$ cat src/rtl/bec_pkg.sv
// bec_pkg: shared widths, LA command/slot encodings, LA bit positions and loader state enum
package bec_pkg;
  localparam int BEC_WIDTH = 163;
  localparam int BEC_WORDS = 6;
  localparam logic [2:0] CMD_NOP = 3'd0;
  localparam logic [2:0] CMD_WRITE = 3'd1;
  localparam logic [2:0] CMD_READ = 3'd2;
  localparam logic [2:0] CMD_START = 3'd3;
  localparam logic [2:0] CMD_CLEAR = 3'd4;
  localparam logic [2:0] SLOT_K = 3'd0;
  localparam logic [2:0] SLOT_X = 3'd1;
  localparam logic [2:0] SLOT_Y = 3'd2;
  localparam logic [2:0] SLOT_RX = 3'd0;
  localparam logic [2:0] SLOT_RY = 3'd1;
  localparam int LA_CMD = 32;
  localparam int LA_SLOT = 35;
  localparam int LA_IDX = 38;
  localparam int LA_REQ = 41;
  typedef enum logic [1:0] {ST_IDLE, ST_EXEC, ST_ISSUE, ST_WAIT} state_e;
endpackage

$ cat src/rtl/bec_la_loader_if.sv
// bec_la_loader_if: core-side bus (master=loader drives op_*/res_ready, slave=core drives op_ready/res_*)
interface bec_la_loader_if import bec_pkg::*; #(
  parameter int WIDTH = BEC_WIDTH
) ();
  logic             op_valid;
  logic             op_ready;
  logic [WIDTH-1:0] op_k;
  logic [WIDTH-1:0] op_x;
  logic [WIDTH-1:0] op_y;
  logic             res_valid;
  logic             res_ready;
  logic [WIDTH-1:0] res_x;
  logic [WIDTH-1:0] res_y;
  modport master (output op_valid, op_k, op_x, op_y, res_ready, input op_ready, res_valid, res_x, res_y);
  modport slave (input op_valid, op_k, op_x, op_y, res_ready, output op_ready, res_valid, res_x, res_y);
endinterface

$ cat src/rtl/bec_word_reg.sv
// bec_word_reg: WIDTH-bit register with clr, 32-bit indexed write (we/idx/wdata), full load (ld/ldata), q and indexed read rdata
module bec_word_reg #(
  parameter int WIDTH = 163,
  parameter int WORDS = 6
) (
  input  logic             clk,
  input  logic             rst,
  input  logic             clr,
  input  logic             we,
  input  logic [2:0]       idx,
  input  logic [31:0]      wdata,
  input  logic             ld,
  input  logic [WIDTH-1:0] ldata,
  output logic [WIDTH-1:0] q,
  output logic [31:0]      rdata
);
  logic [WIDTH-1:0] q_q, q_d;
  always_comb begin
    q_d = q_q;
    rdata = '0;
    for (int b = 0; b < WIDTH; b++) begin
      if (we && idx == 3'(b / 32)) q_d[b] = wdata[5'(b)];
      if (idx == 3'(b / 32)) rdata[5'(b)] = q_q[b];
    end
    q_d = clr ? '0 : ld ? ldata : q_d;
  end
  always_ff @(posedge clk) q_q <= rst ? '0 : q_d;
  assign q = q_q;
endmodule

$ cat src/rtl/bec_la_loader.sv
// bec_la_loader: LA toggle-command front end (la_data_in/la_oenb in, la_data_out status/rdata) loading k/x/y into the core bus and capturing its result
module bec_la_loader import bec_pkg::*; #(
  parameter int WIDTH = BEC_WIDTH,
  parameter int WORDS = BEC_WORDS
) (
  input  logic            wb_clk_i,
  input  logic            wb_rst_i,
  input  logic [63:0]     la_data_in,
  input  logic [63:0]     la_oenb,
  output logic [63:0]     la_data_out,
  bec_la_loader_if.master core
);
  state_e state_q, state_d;
  logic req_sync_q, prev_req_q, prev_req_d, ack_q, ack_d, err_q, err_d, res_avail_q, res_avail_d;
  logic [2:0] cmd_q, cmd_d, slot_q, slot_d, idx_q, idx_d;
  logic [31:0] wdata_q, wdata_d, rdata_q, rdata_d;
  logic req, exec, idx_bad, wr_ok, rd_ok, clr, ld_res, busy, unused_ok;
  logic [4:0] we_v, ld_v;
  logic [4:0][WIDTH-1:0] ld_data, q_v;
  logic [4:0][31:0] rd_v;
  assign req = (req_sync_q != prev_req_q) && !la_oenb[LA_REQ] && state_q == ST_IDLE;
  assign exec = state_q == ST_EXEC;
  assign idx_bad = 32'(idx_q) >= WORDS;
  assign wr_ok = exec && cmd_q == CMD_WRITE && !idx_bad && slot_q <= SLOT_Y;
  assign rd_ok = !idx_bad && slot_q <= SLOT_RY;
  assign clr = exec && cmd_q == CMD_CLEAR;
  assign ld_res = state_q == ST_WAIT && core.res_valid;
  assign we_v = {2'b00, wr_ok && slot_q == SLOT_Y, wr_ok && slot_q == SLOT_X, wr_ok && slot_q == SLOT_K};
  assign ld_v = {ld_res, ld_res, 3'b000};
  assign ld_data = {core.res_y, core.res_x, {(3 * WIDTH){1'b0}}};
  for (genvar i = 0; i < 5; i++) begin : g_reg
    bec_word_reg #(.WIDTH(WIDTH), .WORDS(WORDS)) u_reg (
      .clk(wb_clk_i), .rst(wb_rst_i), .clr(clr), .we(we_v[i]), .idx(idx_q), .wdata(wdata_q),
      .ld(ld_v[i]), .ldata(ld_data[i]), .q(q_v[i]), .rdata(rd_v[i])
    );
  end
  assign core.op_k = q_v[0];
  assign core.op_x = q_v[1];
  assign core.op_y = q_v[2];
  assign core.op_valid = state_q == ST_ISSUE;
  assign core.res_ready = state_q == ST_WAIT;
  assign busy = core.op_valid || core.res_ready;
  assign la_data_out = {28'd0, err_q, res_avail_q, busy, ack_q, rdata_q};
  assign unused_ok = ^{la_data_in[63:42], la_oenb[63:42], la_oenb[40:0], q_v[4], q_v[3], rd_v[2:0]};
  always_comb begin
    state_d = state_q;
    prev_req_d = prev_req_q;
    cmd_d = cmd_q;
    slot_d = slot_q;
    idx_d = idx_q;
    wdata_d = wdata_q;
    ack_d = ack_q;
    err_d = err_q;
    rdata_d = rdata_q;
    res_avail_d = res_avail_q;
    case (state_q)
      ST_IDLE: if (req) begin
        state_d = ST_EXEC;
        prev_req_d = req_sync_q;
        cmd_d = la_data_in[LA_CMD +: 3];
        slot_d = la_data_in[LA_SLOT +: 3];
        idx_d = la_data_in[LA_IDX +: 3];
        wdata_d = la_data_in[31:0];
      end
      ST_EXEC: begin
        state_d = cmd_q == CMD_START ? ST_ISSUE : ST_IDLE;
        ack_d = cmd_q == CMD_START ? ack_q : !ack_q;
        if (cmd_q == CMD_START || cmd_q == CMD_CLEAR) res_avail_d = 1'b0;
        if (cmd_q == CMD_CLEAR) err_d = 1'b0;
        if ((cmd_q == CMD_WRITE && !wr_ok) || (cmd_q == CMD_READ && !rd_ok) || cmd_q > CMD_CLEAR) err_d = 1'b1;
        if (cmd_q == CMD_READ) rdata_d = !rd_ok ? '0 : slot_q == SLOT_RY ? rd_v[4] : rd_v[3];
      end
      ST_ISSUE: if (core.op_ready) state_d = ST_WAIT;
      ST_WAIT: if (core.res_valid) begin
        state_d = ST_IDLE;
        res_avail_d = 1'b1;
        ack_d = !ack_q;
      end
      default: state_d = ST_IDLE;
    endcase
  end
  always_ff @(posedge wb_clk_i) begin
    if (wb_rst_i) begin
      state_q <= ST_IDLE;
      req_sync_q <= 1'b0;
      prev_req_q <= 1'b0;
      ack_q <= 1'b0;
      err_q <= 1'b0;
      res_avail_q <= 1'b0;
      cmd_q <= '0;
      slot_q <= '0;
      idx_q <= '0;
      wdata_q <= '0;
      rdata_q <= '0;
    end else begin
      state_q <= state_d;
      req_sync_q <= la_data_in[LA_REQ];
      prev_req_q <= prev_req_d;
      ack_q <= ack_d;
      err_q <= err_d;
      res_avail_q <= res_avail_d;
      cmd_q <= cmd_d;
      slot_q <= slot_d;
      idx_q <= idx_d;
      wdata_q <= wdata_d;
      rdata_q <= rdata_d;
    end
  end
endmodule

$ cat src/flat_wrapper.sv
// flat-port wrapper written by rule: the top's interface ports become plain ports
module bec_la_loader_flat import bec_pkg::*;
#(
  parameter int WIDTH = BEC_WIDTH,
  parameter int WORDS = BEC_WORDS
)
  (wb_clk_i, wb_rst_i, la_data_in, la_oenb, la_data_out, core_op_valid, core_op_k, core_op_x, core_op_y, core_res_ready, core_op_ready, core_res_valid, core_res_x, core_res_y);
  bec_la_loader_if #(.WIDTH(WIDTH)) core_i ();
  input  logic wb_clk_i;
  input  logic wb_rst_i;
  input  logic [63:0] la_data_in;
  input  logic [63:0] la_oenb;
  output logic [63:0] la_data_out;
  output wire logic [$bits(core_i.op_valid)-1:0] core_op_valid;
  output wire logic [$bits(core_i.op_k)-1:0] core_op_k;
  output wire logic [$bits(core_i.op_x)-1:0] core_op_x;
  output wire logic [$bits(core_i.op_y)-1:0] core_op_y;
  output wire logic [$bits(core_i.res_ready)-1:0] core_res_ready;
  input wire logic [$bits(core_i.op_ready)-1:0] core_op_ready;
  input wire logic [$bits(core_i.res_valid)-1:0] core_res_valid;
  input wire logic [$bits(core_i.res_x)-1:0] core_res_x;
  input wire logic [$bits(core_i.res_y)-1:0] core_res_y;
  assign core_op_valid = core_i.op_valid;
  assign core_op_k = core_i.op_k;
  assign core_op_x = core_i.op_x;
  assign core_op_y = core_i.op_y;
  assign core_res_ready = core_i.res_ready;
  assign core_i.op_ready = core_op_ready;
  assign core_i.res_valid = core_res_valid;
  assign core_i.res_x = core_res_x;
  assign core_i.res_y = core_res_y;
  bec_la_loader #(.WIDTH(WIDTH), .WORDS(WORDS)) u_core (.wb_clk_i(wb_clk_i), .wb_rst_i(wb_rst_i), .la_data_in(la_data_in), .la_oenb(la_oenb), .la_data_out(la_data_out), .core(core_i));
endmodule
$ cat config.mk
export PLATFORM = sky130hd
export DESIGN_NAME = bec_la_loader_flat
export DESIGN_NICKNAME = d
export VERILOG_FILES = /design/src/rtl/bec_pkg.sv /design/src/rtl/bec_la_loader_if.sv /design/src/rtl/bec_word_reg.sv /design/src/rtl/bec_la_loader.sv /design/src/flat_wrapper.sv
export SDC_FILE = /design/constraint.sdc
export NUM_CORES = 1
export LEC_CHECK = 0
export CELL_PAD_IN_SITES_DETAIL_PLACEMENT = 0
export CELL_PAD_IN_SITES_GLOBAL_PLACEMENT = 1
export CORE_AREA = 2 2 396 398
export CTS_CLUSTER_SIZE = 24
export DETAILED_ROUTE_END_ITERATION = 8
export DIE_AREA = 0 0 398 400
export HOLD_SLACK_MARGIN = 0.05
export PLACE_DENSITY_LB_ADDON = 0.08
export SLEW_MARGIN = 10
export SYNTH_ARGS = -nofsm -noshare
export SYNTH_HDL_FRONTEND = slang
export SYNTH_SLANG_ARGS = --single-unit
export TNS_END_PERCENT = 50
$ cat constraint.sdc
create_clock -name wb_clk_i -period 2.24 [get_ports wb_clk_i]
set_input_delay 0.448 -clock wb_clk_i [delete_from_list [all_inputs] [get_ports wb_clk_i]]
set_output_delay 0.448 -clock wb_clk_i [all_outputs]
set_load 0.05 [all_outputs]
==> metrics.txt, run 1 <==
worst slew pin tran=roughly 0.74 ns; die area=~160000 um2; clock tree root driver cell=clkbuf_16; Total Nets Final=around 3500; clock skew after layout=0.0263 ns; dominant cells by area after synthesis=dfxtp_1 46%, nand2_1 16%, buf_4 11%, a21oi_1 11%, mux2i_1 3.9%; static leakage=10.9 nW; vias=between 15000 and 20000; upper clock frequency limit=0.476 GHz; setup fix buffers added after clock tree synthesis=0; run status=completed; row cnt=about 150; top_reg_cell synth=dfxtp_1; # H-tree levels=3; worst relative slew slack=0.509; yosys warns=0; clock transition at the registers of the reported paths=approximately 0.05 ns; I/O pin cnt=slightly above 1000; HPWL Detailed=78800 um; Initial Util=0.129; cell area after synthesis=around 20000 um2; Worst Hold Path EP=u_core.slot_q[0]; Final Setup Violations=0; number of max-slew violations in the final report=0; initial DRC count=about 830; largest net degree at the start of global routing=64; number of filler instances in the final layout=17600; number of clock sinks seen by CTS=about 460; commonest cells after routing, fill and taps aside=855 x nand2_1, 460 x dfxtp_1, 434 x a21oi_1; Global Route Usage Sum=0.127; Area growth syn-to-layout=43.1%; IO Port Bufs=~470; fraction of layout instances using a drive strength above 1=0.0980; synthesized flop and latch total=between 400 and 500; global-route wire length before repair=between 100000 and 150000 um; proportion of register bits with asynchronous set or reset after synthesis=0; number of buffers inserted during clock tree synthesis=between 60 and 70; WP data required=2.77 ns; Worst IR Drop VDD=between 0.0004 and 0.0005 V; Post-Place Worst Slack=approximately 0.013 ns; Fin Setup TNS=0 ns; wire length reported by the detailed router=around 100000 um; average wire length per cell after detail routing=roughly 20 um; clock tree from TritonCTS=done; TritonRoute pass-1 iters=4; last weighted congestion value of the routability-driven placer=about 0.72; total congestion overflow=0; fin worst setup slack=0.140 ns; post-synthesis instance total=between 2000 and 3000; average cell area after synthesis=~7.8 um2; final worst path period need=between 2 and 2.5 ns; library cells used by synthesis=55; Max FO, Critical Path=16; Reg-to-Reg Start=u_core.cmd_q[0]; DIE WIDTH=398 um; area share of the largest cell type after synthesis=0.463; dominant cell type by area after synthesis=dfxtp_1; startpoint of the tightest hold check path=wb_rst_i; Period Utilization, post-route=0.938; most common cell after layout, fill and taps aside=nand2_1; share of the yosys chip area belonging to registers=0.463; worst hold path stage count=3; core area=155000 um2; startpoint type of the worst setup path=register; setup repair after global routing missed its margin=false; worst setup slack for register-to-register paths=approximately 0.14 ns; Vias per Instance=about 3.5; number of antenna violations at the first check in global routing=38; number of enable-type register cells in the synthesized netlist=0; die extent in y=around 400 um; Final ANT Viol Nets=0; areal power density over the cells=718 nW/um2; type of the worst setup path=reg -> reg; capture instance of the worst register-to-register path=u_core.g_reg[2].u_reg.q[73]; cell depth of the worst flop-to-flop path=5; max-cap violation count=0; latest clock arrival within the worst-skew pair=approximately 0.66 ns; number of hold violations in the final report=0; post-layout utilization of the core=0.185; Max Root-Sink Buffers=3; endpoint arrival time on the critical path=~2.6 ns; remaining design rule violation count=0; kind of end point of the critical path=register; kind of path behind the tightest hold check=in -> reg; via count of the first global-routing pass=approximately 18000
## final cells by class
cell class	instances	area (um2)	area share
timing repair buffer	616	5910	0.206
clock buffer	97	1920	0.0671
antenna	2	5.00	0.000175
inverter	6	22.5	0.000787
clock inverter	17	125	0.00437
tap	2058	2570	0.0900
multi-input combinational	1882	8790	0.307
sequential	463	9280	0.324
## cells in the mapped netlist (all sizes together) (4+ instances only)
library cell / count
a211oi: 4
a21oi: 436
a221oi: 5
a22o: 16
and2: 7
buf: 361
clkbuf: 130
dfxtp: 463
inv: 6
mux2i: 78
nand2: 855
nand2b: 7
nand3: 11
nor2: 68
nor2b: 7
nor3: 20
o21ai: 11
o221ai: 9
o22ai: 12
o31ai: 5
or3: 5
## per-stage QoR
step	hold WS (ns)	instance area, um2	total power [mW]	std cells
final	0.210	28600	20.5	5141
after global routing	0.173	28600	21.5	5139
after CTS	0.131	28600	21.1	5139
after floorplan	0.426	21100	10.2	2842
after global placement	0.440	26900	10.6	5025
after detailed placement	0.444	26900	10.6	5025
## repair_timing
action	CTS	global route
pin swaps	0	2
hold buffers	0	0
endpoints found under the setup margin	256	92
resized for setup	248	6
## worst max-delay path by stage
stage / slack, ns / startpoint / depth (start not counted) / end
3_3_place_gp: 0.009 / u_core.idx_q[1] / 7 / u_core.g_reg[0].u_reg.q[45]
5_1_grt: 0.003 / u_core.cmd_q[0] / 5 / u_core.g_reg[2].u_reg.q[75]
2_1_floorplan: 0.37 / u_core.slot_q[2] / 8 / u_core.g_reg[1].u_reg.q[69]
6_report: 0.14 / u_core.cmd_q[0] / 5 / u_core.g_reg[2].u_reg.q[73]
4_1_cts: 0.005 / u_core.idx_q[2] / 7 / u_core.g_reg[2].u_reg.q[130]
3_5_place_dp: 0.01 / u_core.idx_q[1] / 7 / u_core.g_reg[0].u_reg.q[39]
## power breakdown
part           leakage, nW  switching [mW]  internal [mW]  total [mW]
Sequential            3.73          0.0274           8.26        8.29
Clock                 1.01            4.19           5.94        10.1
Combinational         6.19            1.63          0.487        2.12
## cell families (layout without fill, tap and decap cells)
kind of cell | Yosys count | after routing | synth area share
other cells | 1 | 286 | 0.000188
simple gates | 999 | 999 | 0.199
mux | 82 | 82 | 0.0424
compound gates | 515 | 515 | 0.139
buf+inv | 497 | 736 | 0.154
xor+xnor | 2 | 2 | 0.000876
flops | 463 | 463 | 0.463
## registers in the layout (all words and copies together), names as in the netlist, named ones only
register	cells
u_core.rdata_q	16
u_core.res_avail_q	1
u_core.slot_q	3
u_core.wdata_q	16
u_core.ack_q	1
u_core.err_q	1
u_core.prev_req_q	1
u_core.g.u_reg.q	415
u_core.req_sync_q	1
u_core.state_q	1
u_core.idx_q	3
u_core.cmd_q	3
## per-layer routing
layer	global-route usage	wire length, um
met5	0	128
met4	0.0283	1850
met3	0.0403	7620
met2	0.225	52000
met1	0.149	42700
## critical path, stage by stage, from the launching register on
cell and delay, ns:
dfxtp_1 0.36, nor3b_2 0.38, and3_1 0.45, nand2b_1 0.49
nand2_1 0.20, a21oi_1 0.08
(Power assumes the default switching activity.)
==> inputs of run 2 (changes only) <==
--- a/config.mk
+++ b/config.mk
@@ -7,10 +7,10 @@
 export LEC_CHECK = 0
 export CELL_PAD_IN_SITES_DETAIL_PLACEMENT = 0
 export CELL_PAD_IN_SITES_GLOBAL_PLACEMENT = 1
-export CORE_AREA = 2 2 396 398
+export CORE_AREA = 2 2 394 396
 export CTS_CLUSTER_SIZE = 24
 export DETAILED_ROUTE_END_ITERATION = 8
-export DIE_AREA = 0 0 398 400
+export DIE_AREA = 0 0 396 398
 export HOLD_SLACK_MARGIN = 0.05
 export PLACE_DENSITY_LB_ADDON = 0.08
 export SLEW_MARGIN = 10
==> constraint.sdc (replaced) <==
create_clock -name wb_clk_i -period 2.65 [get_ports wb_clk_i]
set_input_delay 0.53 -clock wb_clk_i [delete_from_list [all_inputs] [get_ports wb_clk_i]]
set_output_delay 0.53 -clock wb_clk_i [all_outputs]
set_load 0.05 [all_outputs]
==> run 2 against run 1 <==
- final area shrank 0.42%
- register-to-register slack improved by 0.14 ns
- critical path depth down 4
- clock skew increased by 0.0079 ns
- hold slack gained 0.13 ns
- setup slack got worse by 0.020 ns
- count of clock-buffer cells in the layout increased by 5
- utilization is 0.14 points higher
- power shrank 11%
==> metrics.txt, run 2 (same netlist as run 1, synthesis figures left out) <==
last weighted congestion value of the routability-driven placer=just over 0.7; most common cell after layout, fill and taps aside=nand2_1; global-route wire length before repair=~140000 um; Reg-to-Reg Start=u_core.idx_q[1]; area taken by flip-flops and latches=~9300 um2; commonest cells after routing, fill and taps aside=855 x nand2_1, 462 x clkdlybuf4s50_1, 461 x dfxtp_1; flip-flop count of the largest register after layout=415; DIE WIDTH=396 um; Period Utilization, post-route=0.955; kind of path behind the tightest hold check=in -> reg; via count of the first global-routing pass=17900; initial DRC count=about 750; row cnt=between 100 and 150; Worst Hold Path EP=u_core.wdata_q[12]; kind of cell adding the most delay to the critical path=buffers and inverters; TritonRoute pass-1 iters=4; Max FO, Critical Path=2; Worst IR Drop VDD=around 0.00049 V; number of max-slew violations in the final report=0; capture instance of the worst register-to-register path=u_core.rdata_q[2]; chain of cells forming the critical path=clkdlybuf4s50_1; IO Port Bufs=between 400 and 500; worst relative slew slack=0.208; instance area at placement=around 26000 um2; total area of multi-input combinational cells=8770 um2; number of buffers inserted during clock tree synthesis=68; areal power density over the cells=between 600 and 700 nW/um2; Total Nets Final=3445; total congestion overflow=0; number of antenna violations at the first check in global routing=19; slowest stage delay, CP=1.00 ns; die area=~160000 um2; latest clock arrival within the worst-skew pair=0.67 ns; Vias per Instance=roughly 3.5; static leakage=approximately 9.5 nW; Global Route Usage Sum=0.125; clock tree root driver cell=clkbuf_16; vias=17800; I/O pin cnt=between 1000 and 1500; startpoint of the tightest hold check path=wb_rst_i; core area=roughly 150000 um2; cell at the slowest stage of the critical path=clkdlybuf4s50_1; startpoint type of the worst setup path=register; number of hold violations in the final report=0; type of the worst setup path=reg -> out; Critical Path Source=u_core.rdata_q[12]; clock tree from TritonCTS=done; Initial Util=0.130; Fin Setup TNS=0 ns; Max Root-Sink Buffers=3; worst slew pin tran=~1.2 ns; quantity of hold-fixing buffers added after cts=0; average wire length per cell after detail routing=20.0 um; cell depth of the worst flop-to-flop path=6; Final Instance Area=28500 um2; setup repair after global routing missed its margin=false; WP data required=between 2 and 2.5 ns; max-cap violation count=0; # H-tree levels=3; final worst path period need=between 2 and 3 ns; Final Setup Violations=0; kind of end point of the critical path=output port; clock transition at the registers of the reported paths=~0.06 ns; wire length reported by the detailed router=a little over 100000 um; HPWL Detailed=roughly 77000 um; post-layout utilization of the core=0.186; count of buffer and inverter cells on the critical path=1; Placed Cells incl. Taps=slightly below 5000; Area growth syn-to-layout=42.5%; setup fix buffers added after clock tree synthesis=0; clock skew after layout=roughly 0.034 ns; largest net degree at the start of global routing=80; remaining design rule violation count=0; run status=completed; die extent in y=398 um; upper clock frequency limit=between 0.3 and 0.4 GHz; fin worst setup slack=between 0.1 and 0.15 ns; CTS resizes=0; worst setup slack for register-to-register paths=0.28 ns; Finished Layout Cells=between 5000 and 6000; Final ANT Viol Nets=0; worst hold path stage count=2; Post-Place Worst Slack=0.172 ns; fraction of layout instances using a drive strength above 1=0.0789; endpoint arrival time on the critical path=around 2 ns; number of filler instances in the final layout=between 15000 and 20000; number of clock sinks seen by CTS=463
run 2: cell count changes in the layout (fill, tap and decap cells not counted), sizes merged:
cell,previous run,this run
dlygate4sd2,247,0
clkinvlp,1,0
bufinv,0,6
clkinv,12,11
diode,2,1
buf,174,104
clkbuf,97,102
clkdlybuf4s50,195,462
run 2: cell type report:
class | instances | area share
repair buffers | 566 | 0.195
clock buffers | 102 | 0.0702
clock inverters | 21 | 0.0115
diodes | 1 | 0.0000878
inverters | 6 | 0.000790
well taps | 2044 | 0.0897
flip-flops and latches | 463 | 0.325
multi-input cells | 1882 | 0.308
run 2: report_power, final:
part / switching [mW] / leakage (nW) / total, mW / internal [mW]
logic: 1.37 / 4.62 / 1.75 / 0.380
clock network: 3.72 / 1.15 / 9.56 / 5.84
registers: 0.0299 / 3.73 / 7.01 / 6.98
total: 5.12 / 9.49 / 18.3 / 13.2
run 2: layer usage:
| metal | GRT usage | share of wire | vias up |
|---|---|---|---|
| met5 | 0 | 0.00033 | - |
| met4 | 0.0331 | 0.021 | 6 |
| met3 | 0.0335 | 0.063 | 122 |
| met2 | 0.214 | 0.48 | 604 |
| met1 | 0.154 | 0.43 | 8399 |
| li1 | - | - | 8638 |
run 2: metrics by stage:
stage / power, mW / hold slack (ns)
2_1_floorplan: 8.64 / 0.426
3_3_place_gp: 8.93 / 0.442
3_5_place_dp: 8.93 / 0.446
4_1_cts: 18.8 / 0.267
5_1_grt: 19.1 / 0.310
6_report: 18.3 / 0.344
run 2: worst max-delay path by stage:
stage                                              end  slack (ns)  cells past startpoint
final                                  la_data_out[12]        0.12                      1
after global routing                    la_data_out[2]        0.03                      1
after CTS                               la_data_out[2]        0.06                      1
after detailed placement  u_core.g_reg[1].u_reg.q[104]        0.17                      5
after global placement    u_core.g_reg[1].u_reg.q[110]        0.21                      5
after floorplan                          core_op_valid        0.77                      2
==> inputs of run 3 (changes only) <==
--- a/config.mk
+++ b/config.mk
@@ -5,13 +5,13 @@
 export SDC_FILE = /design/constraint.sdc
 export NUM_CORES = 1
 export LEC_CHECK = 0
+export ABC_AREA = 1
 export CELL_PAD_IN_SITES_DETAIL_PLACEMENT = 0
 export CELL_PAD_IN_SITES_GLOBAL_PLACEMENT = 1
-export CORE_AREA = 2 2 394 396
+export CORE_AREA = 2 2 400 402
 export CTS_CLUSTER_SIZE = 24
 export DETAILED_ROUTE_END_ITERATION = 8
-export DIE_AREA = 0 0 396 398
-export HOLD_SLACK_MARGIN = 0.05
+export DIE_AREA = 0 0 402 404
 export PLACE_DENSITY_LB_ADDON = 0.08
 export SLEW_MARGIN = 10
 export SYNTH_ARGS = -nofsm -noshare
==> run 3 against run 2 <==
- hold slack worse by 0.069 ns
- critical path type unchanged
- final area grew 1.8%
- sequential power up 2%
- sequential share of layout area down 0.57 points
- critical endpoint is now la_data_out[3]
- die area increased by 3.0%
==> metrics.txt, run 3 <==
cell depth of the worst flop-to-flop path=7; max-cap violation count=0; setup fix buffers added after clock tree synthesis=0; row cnt=approximately 150; chain of cells forming the critical path=clkdlybuf4s50_1; upper clock frequency limit=0.403 GHz; Period Utilization, post-route=0.937; total area of multi-input combinational cells=8660 um2; kind of cell adding the most delay to the critical path=buffers and inverters; share of the yosys chip area belonging to registers=0.449; Area growth syn-to-layout=40.6%; clock tree from TritonCTS=done; capture instance of the worst register-to-register path=u_core.g_reg[2].u_reg.q[47]; startpoint of the tightest hold check path=core_res_valid; Worst IR Drop VDD=approximately 0.00040 V; clock skew after layout=between 0.03 and 0.04 ns; Vias per Instance=between 3 and 4; remaining design rule violation count=0; largest net degree at the start of global routing=94; count of buffer and inverter cells on the critical path=1; worst setup slack for register-to-register paths=roughly 0.36 ns; top post-synthesis cells by count=564 x nand2_1, 463 x dfxtp_1, 377 x a21oi_1, 369 x nand3_1, 290 x buf_4; top_reg_cell synth=dfxtp_1; quantity of hold-fixing buffers added after cts=0; slowest stage delay, CP=roughly 0.86 ns; proportion of register bits with asynchronous set or reset after synthesis=0; WP data required=~2.1 ns; vias=between 15000 and 20000; average wire length per cell after detail routing=roughly 21 um; static leakage=roughly 10 nW; # H-tree levels=3; clock tree root driver cell=clkbuf_16; setup repair after global routing missed its margin=false; initial DRC count=about 900; die extent in y=about 400 um; I/O pin cnt=roughly 1000; Final Setup Violations=0; startpoint type of the worst setup path=register; core area=158000 um2; Max FO, Critical Path=2; Global Route Usage Sum=0.134; fraction of met3 tracks used by global routing=0.0380; cell at the slowest stage of the critical path=clkdlybuf4s50_1; number of antenna violations at the first check in global routing=25; kind of path behind the tightest hold check=in -> reg; latest clock arrival within the worst-skew pair=0.66 ns; Max Root-Sink Buffers=3; number of filler instances in the final layout=approximately 18000; Post-Place Worst Slack=approximately 0.21 ns; wire length reported by the detailed router=between 100000 and 150000 um; flip-flop count of the largest register after layout=415; cell area after synthesis=20600 um2; Initial Util=0.131; GRT met2 Usage=0.223; via count of the first global-routing pass=approximately 19000; TritonRoute pass-1 iters=5; synthesized flop and latch total=between 400 and 500; area share of the largest cell type after synthesis=0.449; worst hold path stage count=3; dominant cell type by area after synthesis=dfxtp_1; number of enable-type register cells in the synthesized netlist=0; global-route wire length before repair=155000 um; Reg-to-Reg Start=u_core.idx_q[1]; Fin Setup TNS=0 ns; worst slew pin tran=0.919 ns; total congestion overflow=0; fin worst setup slack=about 0.17 ns; number of buffers inserted during clock tree synthesis=68; yosys warns=0; number of max-slew violations in the final report=0; number of clock sinks seen by CTS=463; clock transition at the registers of the reported paths=roughly 0.05 ns; IO Port Bufs=between 400 and 500; cell with the most instances after synthesis=nand2_1; number of hold violations in the final report=0; DIE WIDTH=approximately 400 um; post-synthesis instance total=~2800; kind of end point of the critical path=output port; areal power density over the cells=around 650 nW/um2; dominant cells by area after synthesis=dfxtp_1 45%, buf_4 11%, nand2_1 10%, a21oi_1 9.1%, nand3_1 9.0%; die area=about 160000 um2; Final ANT Viol Nets=0; type of the worst setup path=reg -> out; area taken by flip-flops and latches=9270 um2; Worst Hold Path EP=u_core.g_reg[3].u_reg.q[68]; Total Nets Final=between 3000 and 4000; final worst path period need=between 2 and 2.5 ns; last weighted congestion value of the routability-driven placer=between 0.6 and 0.7; commonest cells after routing, fill and taps aside=562 x nand2_1, 460 x dfxtp_1, 460 x clkdlybuf4s50_1; HPWL Detailed=81500 um; run status=completed; global routing usage on met1=0.172; average cell area after synthesis=7.49 um2; fraction of layout instances using a drive strength above 1=0.0719; library cells used by synthesis=31; worst relative slew slack=0.387; endpoint arrival time on the critical path=~2.0 ns; most common cell after layout, fill and taps aside=nand2_1; layer with the highest usage after global routing=met2
==> run 3: where the power goes <==
part	internal [mW]	switching (mW)
combinational	0.539	1.90
clock	5.31	3.83
sequential	7.04	0.122
total	12.9	5.85
==> run 3: how the worst max path moves through the flow <==
stage | startpoint | end | slack [ns] | depth (start not counted)
finish | u_core.rdata_q[3] | la_data_out[3] | 0.17 | 1
global route | u_core.g_reg[2].u_reg.q[15] | core_op_y[15] | 0.06 | 1
CTS | u_core.g_reg[2].u_reg.q[15] | core_op_y[15] | 0.03 | 1
floorplan | u_core.state_q[0] | core_res_ready | 0.96 | 3
global placement | la_oenb[41] | u_core.idx_q[2] | 0.24 | 6
detailed placement | la_oenb[41] | u_core.idx_q[2] | 0.21 | 6
==> run 3: area by class of cell <==
class	instances	share of cell area
Multi-Input combinational cell	1909	0.298
Timing Repair Buffer	568	0.196
Sequential cell	463	0.320
Inverter	155	0.0204
Tap cell	2072	0.0894
Clock inverter	14	0.00863
Clock buffer	103	0.0670
Antenna cell	2	0.000173
==> run 3: stage by stage <==
stage | hold WS (ns) | utilization | area, um2 | total power [mW] | cells
floorplan | 0.436 | - | 21700 | 9.12 | 3039
global placement | 0.448 | 0.170 | 26800 | 9.84 | 5167
detailed placement | 0.447 | 0.170 | 26800 | 9.83 | 5167
CTS | 0.212 | 0.184 | 29000 | 19.3 | 5284
global route | 0.232 | 0.184 | 29000 | 19.6 | 5284
finish | 0.275 | 0.184 | 29000 | 18.7 | 5286
==> run 3: cell families after synthesis <==
group                  synth area share
AO/OA/AOI/OAI                     0.135
flip-flops                        0.449
AND/OR/NAND/NOR                   0.231
buffers and inverters             0.184
other                          0.000182
XOR/XNOR                       0.000849
==> run 3: layer usage <==
| layer | wire [um] | vias up |
|---|---|---|
| met5 | 188 | - |
| met4 | 1830 | 30 |
| met3 | 6590 | 129 |
| met2 | 53400 | 526 |
| met1 | 50300 | 8857 |
| li1 | - | 9285 |
==> run 3: repair_timing <==
item                       in CTS  in global routing
gates resized for setup         1                  0
setup endpoints to repair       1                  0
hold endpoints to repair        0                  0
==> edit (flow settings as in run 2) <==
Encoding of `state_e`: now one-hot (4 bits for 4 states).
--- a/src/rtl/bec_pkg.sv
+++ b/src/rtl/bec_pkg.sv
@@ -16,6 +16,6 @@
   localparam int LA_SLOT = 35;
   localparam int LA_IDX = 38;
   localparam int LA_REQ = 41;
-  typedef enum logic [1:0] {ST_IDLE, ST_EXEC, ST_ISSUE, ST_WAIT} state_e;
+  typedef enum logic [3:0] {ST_IDLE = 4'b0001, ST_EXEC = 4'b0010, ST_ISSUE = 4'b0100, ST_WAIT = 4'b1000} state_e;
 endpackage
 
Formal check against the unedited RTL: same outputs for any inputs over 4 cycles, from zero or initial values and one cycle with wb_rst_i high; so few cycles prove little.
==> edit against run 2 <==
Combinational power increased by 55%; cell area increased by 3.5%; sequential power increased by 3.6%; non-clock buffer count increased by 1; area after synthesis increased by 4.5%; worst setup slack got worse by 26 ps; cell count about the same; total power increased by 7.5%; clock power increased by 2%; worst hold slack improved by 63 ps; sequential cell count increased by 2; register-to-register slack improved by 90 ps; critical path depth unchanged; wire length increased by 5.9%.
==> edit: results (changes against run 2) <==
metric;value;unit;change
outcome;complete, no violations;;
sequential-to-total area share from yosys stat;44.5;%;-1.8 points
Final clock-cell share;8.05;%;-0.12 points
antenna violations before repair;22;;+3
Via density;3.73;;+6.6%
CP peak stage delay;1020;ps;+20 ps
Pint;13.7;mW;+4.0%
GR Util met1;16.9;%;+1.5 points
Cells after Synth;2602;;+1.7%
First DRT Iteration DRCs;1033;;+39%
fill count;17100;;+0.33%
vias in the first global route;18600;;+4.1%
Final non-clock buffer share;19.7;%;+0.25 points
GR met2 Demand/Resource;21.1;%;-0.24 points
metal3 WL;7530;µm;+18%
DR pass1 iterations;5;;+1
pre-CTS setup slack;236;ps;+64.2 ps
Synth-to-Final Area Change;41.2;%;
Crit Path Max Fanout;3;;+1
WP data arrival;2030;ps;+30 ps
met2 WL post-DR;49500;µm;+0.37%
multi-input logic area;9390;µm²;+7.1%
worst-case vdd ir drop;425;µV;-12%
M3 GR Usage;4.14;%;+0.79 points
Layout Skew;39.0;ps;+4.78 ps
comb_multi_in;1878;;-0.21%
Placement Cell Area;27100;µm²;+3.6%
first-pass GRT wire length;148000;µm;+5.5%
non-filler cells in the finished layout;5088;;+0.059%
#FFs+latches synth;465;;+0.43%
Sequential Power Share;36.8;%;-1.5 points
relative slew slack;32.9;%;+12 points
switching pwr;5.97;mW;+17%
DRT met1 WL;48200;µm;+9.5%
gp weighted congestion;0.721;;+0.59%
static leakage;9.52;nW;+0.24%
Layout Nets;3446;;+0.029%
non-clock buffer count;567;;+0.18%
edit: cell families (layout without fill, tap and decap cells):
family	Yosys count	in the layout	synth area share [%]
buf+inv	542	696	16.0
other cells	1	289	0.0179
mux	91	91	4.36
flops	465	465	44.5
xor+xnor	2	2	0.0838
compound gates	704	704	18.1
simple gates	797	797	17.0
edit: final timing paths:
path                                               endpoint  cells past startpoint  slack, ps                        from
worst max register to register  u_core.g_reg[2].u_reg.q[76]                      5        370           u_core.state_q[0]
worst min-delay path             u_core.g_reg[3].u_reg.q[1]                      3        410               core_res_x[1]
worst max-delay path                        la_data_out[35]                      1         90                u_core.err_q
worst min register to register   u_core.g_reg[4].u_reg.q[0]                      2        450  u_core.g_reg[4].u_reg.q[0]
edit: repair_timing:
item                       4_1_cts  5_1_grt
hold endpoints to repair         0        0
resized for setup                2        0
setup endpoints to repair        2        0
buffers inserted                 1        0
